$ cat src/rtl/pipe_reg_elastic.sv
// pipe_reg_elastic: DEPTH-entry valid/ready elastic buffer used as a pipeline
// stage register. It provides strict FIFO order, backpressure, a synchronous
// squash (flush) and an occupancy count.
//
// Optional feature macro: PIPE_REG_ELASTIC_BYPASS_EN
//   When defined, a word offered to an empty buffer is presented on the
//   output combinationally. If it is taken in the same cycle, it is never
//   stored.
//
// Ports:
//   clk        clock, all state on posedge
//   rst        synchronous reset, active-low
//   flush      synchronous squash of all held entries
//   in_valid   upstream payload valid
//   in_ready   buffer can accept a push this cycle
//   in_data    upstream payload [WIDTH]
//   out_valid  head entry valid
//   out_ready  downstream accepts head this cycle
//   out_data   head payload [WIDTH]
//   count      entries held, 0..DEPTH
module pipe_reg_elastic #(
    parameter int unsigned WIDTH = 16,
    parameter int unsigned DEPTH = 2
) (
    input  logic                       clk,
    input  logic                       rst,
    input  logic                       flush,
    input  logic                       in_valid,
    output logic                       in_ready,
    input  logic [WIDTH-1:0]           in_data,
    output logic                       out_valid,
    input  logic                       out_ready,
    output logic [WIDTH-1:0]           out_data,
    output logic [$clog2(DEPTH+1)-1:0] count
);

    localparam int unsigned CW = $clog2(DEPTH + 1);
    localparam int unsigned PW = (DEPTH > 1) ? $clog2(DEPTH) : 1;
    localparam logic [CW-1:0] FULL = CW'(DEPTH);
    localparam logic [PW-1:0] LAST = PW'(DEPTH - 1);

    logic [WIDTH-1:0] mem [DEPTH];
    logic [PW-1:0]    wr_ptr;
    logic [PW-1:0]    rd_ptr;
    logic             push;
    logic             pop;
    logic             bypass;

    // Pointer increment with wrap at DEPTH-1 (stays 0 when DEPTH==1).
    function automatic logic [PW-1:0] ptr_inc(input logic [PW-1:0] p);
        return (p == LAST) ? '0 : p + PW'(1);
    endfunction

    // Handshake and head-of-queue view.
    always_comb begin
        in_ready  = (count != FULL) && !flush;
        out_valid = (count != '0) && !flush;
        out_data  = mem[rd_ptr];
        bypass    = 1'b0;
`ifdef PIPE_REG_ELASTIC_BYPASS_EN
        // The empty-buffer pass-through is held off during reset, so reset
        // always shows an idle output.
        if ((count == '0) && rst) begin
            out_valid = in_valid && !flush;
            out_data  = in_data;
        end
`endif
        push = in_valid && in_ready;
        pop  = out_valid && out_ready;
`ifdef PIPE_REG_ELASTIC_BYPASS_EN
        bypass = (count == '0) && push && pop;
`endif
    end

    // Storage, pointers and occupancy.
    always_ff @(posedge clk) begin
        if (!rst) begin
            count  <= '0;
            wr_ptr <= '0;
            rd_ptr <= '0;
            for (int unsigned i = 0; i < DEPTH; i++) begin
                mem[i] <= '0;
            end
        end else if (flush) begin
            // Storage is left as is; out_valid masks the stale head.
            count  <= '0;
            wr_ptr <= '0;
            rd_ptr <= '0;
        end else if (!bypass) begin
            if (push) begin
                mem[wr_ptr] <= in_data;
                wr_ptr      <= ptr_inc(wr_ptr);
            end
            if (pop) begin
                rd_ptr <= ptr_inc(rd_ptr);
            end
            if (push && !pop) begin
                count <= count + CW'(1);
            end else if (pop && !push) begin
                count <= count - CW'(1);
            end
        end
    end

endmodule

$ cat config.mk
export PLATFORM = sky130hd
export DESIGN_NAME = pipe_reg_elastic
export DESIGN_NICKNAME = d
export VERILOG_FILES = /design/src/rtl/pipe_reg_elastic.sv
export SDC_FILE = /design/constraint.sdc
export NUM_CORES = 1
export LEC_CHECK = 0
export CAP_MARGIN = 20
export CORE_ASPECT_RATIO = 1.5
export CORE_MARGIN = 2
export CORE_UTILIZATION = 52
export CTS_CLUSTER_DIAMETER = 200
export DETAILED_ROUTE_END_ITERATION = 7
export GPL_ROUTABILITY_DRIVEN = 0
export PLACE_DENSITY = 0.83
export SYNTH_ARGS = -nofsm -noshare
export SYNTH_HDL_FRONTEND = slang
export SYNTH_SLANG_ARGS = --single-unit
$ cat constraint.sdc
create_clock -name clk -period 5.6 [get_ports clk]
set_input_delay 1.68 -clock clk [delete_from_list [all_inputs] [get_ports clk]]
set_output_delay 1.68 -clock clk [all_outputs]
set_load 0.05 [all_outputs]
==> impl_metrics.env <==
export IMPL_cts_buffer_depth=2
export IMPL_clkTransAtPathRegs_ns=0.06
export IMPL_io_buffers=40
export IMPL_die_height_um=72.4
export IMPL_setup_ws_ns=0.692
export IMPL_final_common_cell="clkdlybuf4s50_1"
export IMPL_netSwitchingFraction_pct=24.7
export IMPL_slew_headroom_pct=53.3
export IMPL_crit_arrival_ns=3.23
export IMPL_fin_worst_skew_ns=0.00830
export IMPL_syn_to_final_growth_pct=30.3
export IMPL_io_pins=41
export IMPL_critical_path_class="in2out"
export IMPL_period_share_pct=87.6
export IMPL_yosysSeqAreaShare_pct=65.5
export IMPL_htree_levels=2
export IMPL_fp_coreArea_um2=2940
export IMPL_ir_drop_v=0.000219
export IMPL_hold_viol=0
export IMPL_comb_power_share_pct=16.8
export IMPL_ant_nets=0
export IMPL_overflow=0
export IMPL_finalSetupViolations=0
export IMPL_worstPathCellList="clkdlybuf4s50_1 -> o21ba_2 -> clkdlybuf4s50_1"
export IMPL_yosysWarnings=0
export IMPL_rows=24
export IMPL_netlist_area_um2=1620
export IMPL_yosys_top_cells_area="edfxtp_1 (59%), mux2_2 (11%), nor2_1 (8.1%)"
export IMPL_netlist_instances=133
export IMPL_place_area_um2=2020
export IMPL_total_power_uw=602
export IMPL_diodes=0
export IMPL_tritoncts="yes"
export IMPL_hold_buffers=0
export IMPL_ys_ff_latch=37
export IMPL_fmax_ghz=0.204
export IMPL_final_cell_mix="clkdlybuf4s50_1 (40), nor2_1 (35), edfxtp_1 (32)"
export IMPL_cts_resized_gates=0
export IMPL_ff_latch_area_um2=1060
export IMPL_cts_buffers=5
export IMPL_drt_iter0_markers=30
export IMPL_fin_util_pct=71.7
export IMPL_rsz0062_at_grt="no"
export IMPL_synth_area_per_cell_um2=12.2
export IMPL_tightest_slew_ns=0.700
export IMPL_yosys_area_top_type_share_pct=59.3
export IMPL_dp_hpwl_mm=2.24
export IMPL_die_area_um2=3590
export IMPL_via_per_inst=5.32
export IMPL_min_path_type="reg2reg"
export IMPL_wire_per_inst_um=15.0
export IMPL_final_net_count=194
export IMPL_critPathMaxStageDelay_ns=0.81
export IMPL_worst_setup_path_end_kind="output port"
export IMPL_power_switching_uw=149
export IMPL_place_ws_ns=0.698
export IMPL_grt_pass1_vias=1133
export IMPL_multi_input_area_um2=510
export IMPL_fin_tns_setup_ns=0
export IMPL_p_int_uw=454
export IMPL_clockPowerShare_pct=30.3
export IMPL_drc=0
export IMPL_yosysUniqueCellTypes=19
export IMPL_route_vias_total=1127
export IMPL_yosysTopAreaCell="edfxtp_1"
export IMPL_grt_max_degree=20
export IMPL_grt_pass1_wl_mm=5.02
export IMPL_leakagePower_uw=0.000773
export IMPL_cts_root_buf="clkbuf_8"
export IMPL_status="finished clean"
export IMPL_fill_cells=223
export IMPL_cp_start_kind="input port"
export IMPL_grt_usage_pct=19.2
export IMPL_final_cell_area_um2=2110
export IMPL_drt_pre_antenna_iters=4
export IMPL_cp_data_required_time_ns=3.92
export IMPL_powerDensity_nw_per_um2=285
export IMPL_cp_slowest_cell="clkdlybuf4s50_1"
export IMPL_period_needed_ns=4.91
export IMPL_drive_gt1_share_pct=13.9
export IMPL_crit_fanout=4
export IMPL_initial_utilization_pct=55.1
export IMPL_worstSkewPairLatency_ns=0.29
export IMPL_drv_slew=0
export IMPL_antenna_found_initial=0
export IMPL_post_cts_buffers=0
export IMPL_drt_wl_total_mm=3.18
export IMPL_seq_power_share_pct=52.9
export IMPL_cp_common_cell="clkdlybuf4s50_1"
export IMPL_chipWidth_um=49.6
export IMPL_cts_sinks=37
export IMPL_syn_nets=155
export IMPL_cap_violations=0
synthesized netlist by cell type:
| cell | count |
|---|---|
| nor2_1 | 35 |
| edfxtp_1 | 32 |
| nand2_1 | 19 |
| mux2_2 | 16 |
| dfxtp_1 | 5 |
| a21oi_1 | 4 |
| buf_2 | 3 |
| clkbuf_1 | 3 |
| buf_6 | 2 |
| nand2b_1 | 2 |
| o21ai_0 | 2 |
| or3_1 | 2 |
| xor2_1 | 2 |
| a21bo_2 | 1 |
| ha_1 | 1 |
| nand3b_1 | 1 |
| nor2b_1 | 1 |
| o21ba_2 | 1 |
| or3b_1 | 1 |
layer usage:
metal	global-route usage, %	share of wire [%]	up-vias
li1	-	-	536
met1	16.8	32	537
met2	38.5	60	48
met3	5.14	6.0	6
met4	9.57	1.6	0
met5	0	0	-
worst max-delay path, delay by kind of cell:
family | cells | cell delay, ns
buf+inv | 2 | 1.26
compound gates | 1 | 0.29
power groups by stage:
| stage | clock network (uW) | logic [uW] | registers, uW |
|---|---|---|---|
| 3_3_place_gp | 0 | 99.1 | 323 |
| 6_report | 183 | 101 | 318 |
| 3_5_place_dp | 0 | 101 | 325 |
| 4_1_cts | 186 | 102 | 319 |
| 2_1_floorplan | 0 | 62.6 | 324 |
| 5_1_grt | 191 | 107 | 320 |
sequential cells by signal, indices dropped and copies added, names as in the netlist, named ones only:
name and flops:
mem 32, wr_ptr 1, count 2, rd_ptr 1
final cells by class:
| class | instances | area share [%] |
|---|---|---|
| Timing Repair Buffer | 40 | 19.0 |
| Tap cell | 39 | 2.31 |
| Multi-Input combinational cell | 88 | 24.2 |
| Sequential cell | 37 | 50.3 |
| Clock buffer | 8 | 4.27 |
cells by family after synthesis:
group,share of synthesized area [%]
adders and majority gates,0.772
muxes,11.1
xor gates and xnor gates,1.08
DFF,65.5
buffers and inverters,3.01
AOI/OAI and AO/OA,3.09
and+or+nand+nor,15.4
worst paths after layout:
check                start   endpoint  slack [ns]  cells past startpoint
setup reg to reg  count[1]  mem[0][6]        3.35                      3
hold reg to reg     wr_ptr     wr_ptr        0.49                      2
hold / removal      wr_ptr     wr_ptr        0.49                      2
setup / recovery     flush  out_valid        0.69                      3
stage by stage:
step           hold slack (ns)  std cells
6_report                 0.488        212
5_1_grt                  0.506        212
4_1_cts                  0.489        212
3_5_place_dp             0.476        204
3_3_place_gp             0.469        204
2_1_floorplan            0.457        133
(Power assumes the default switching activity.)
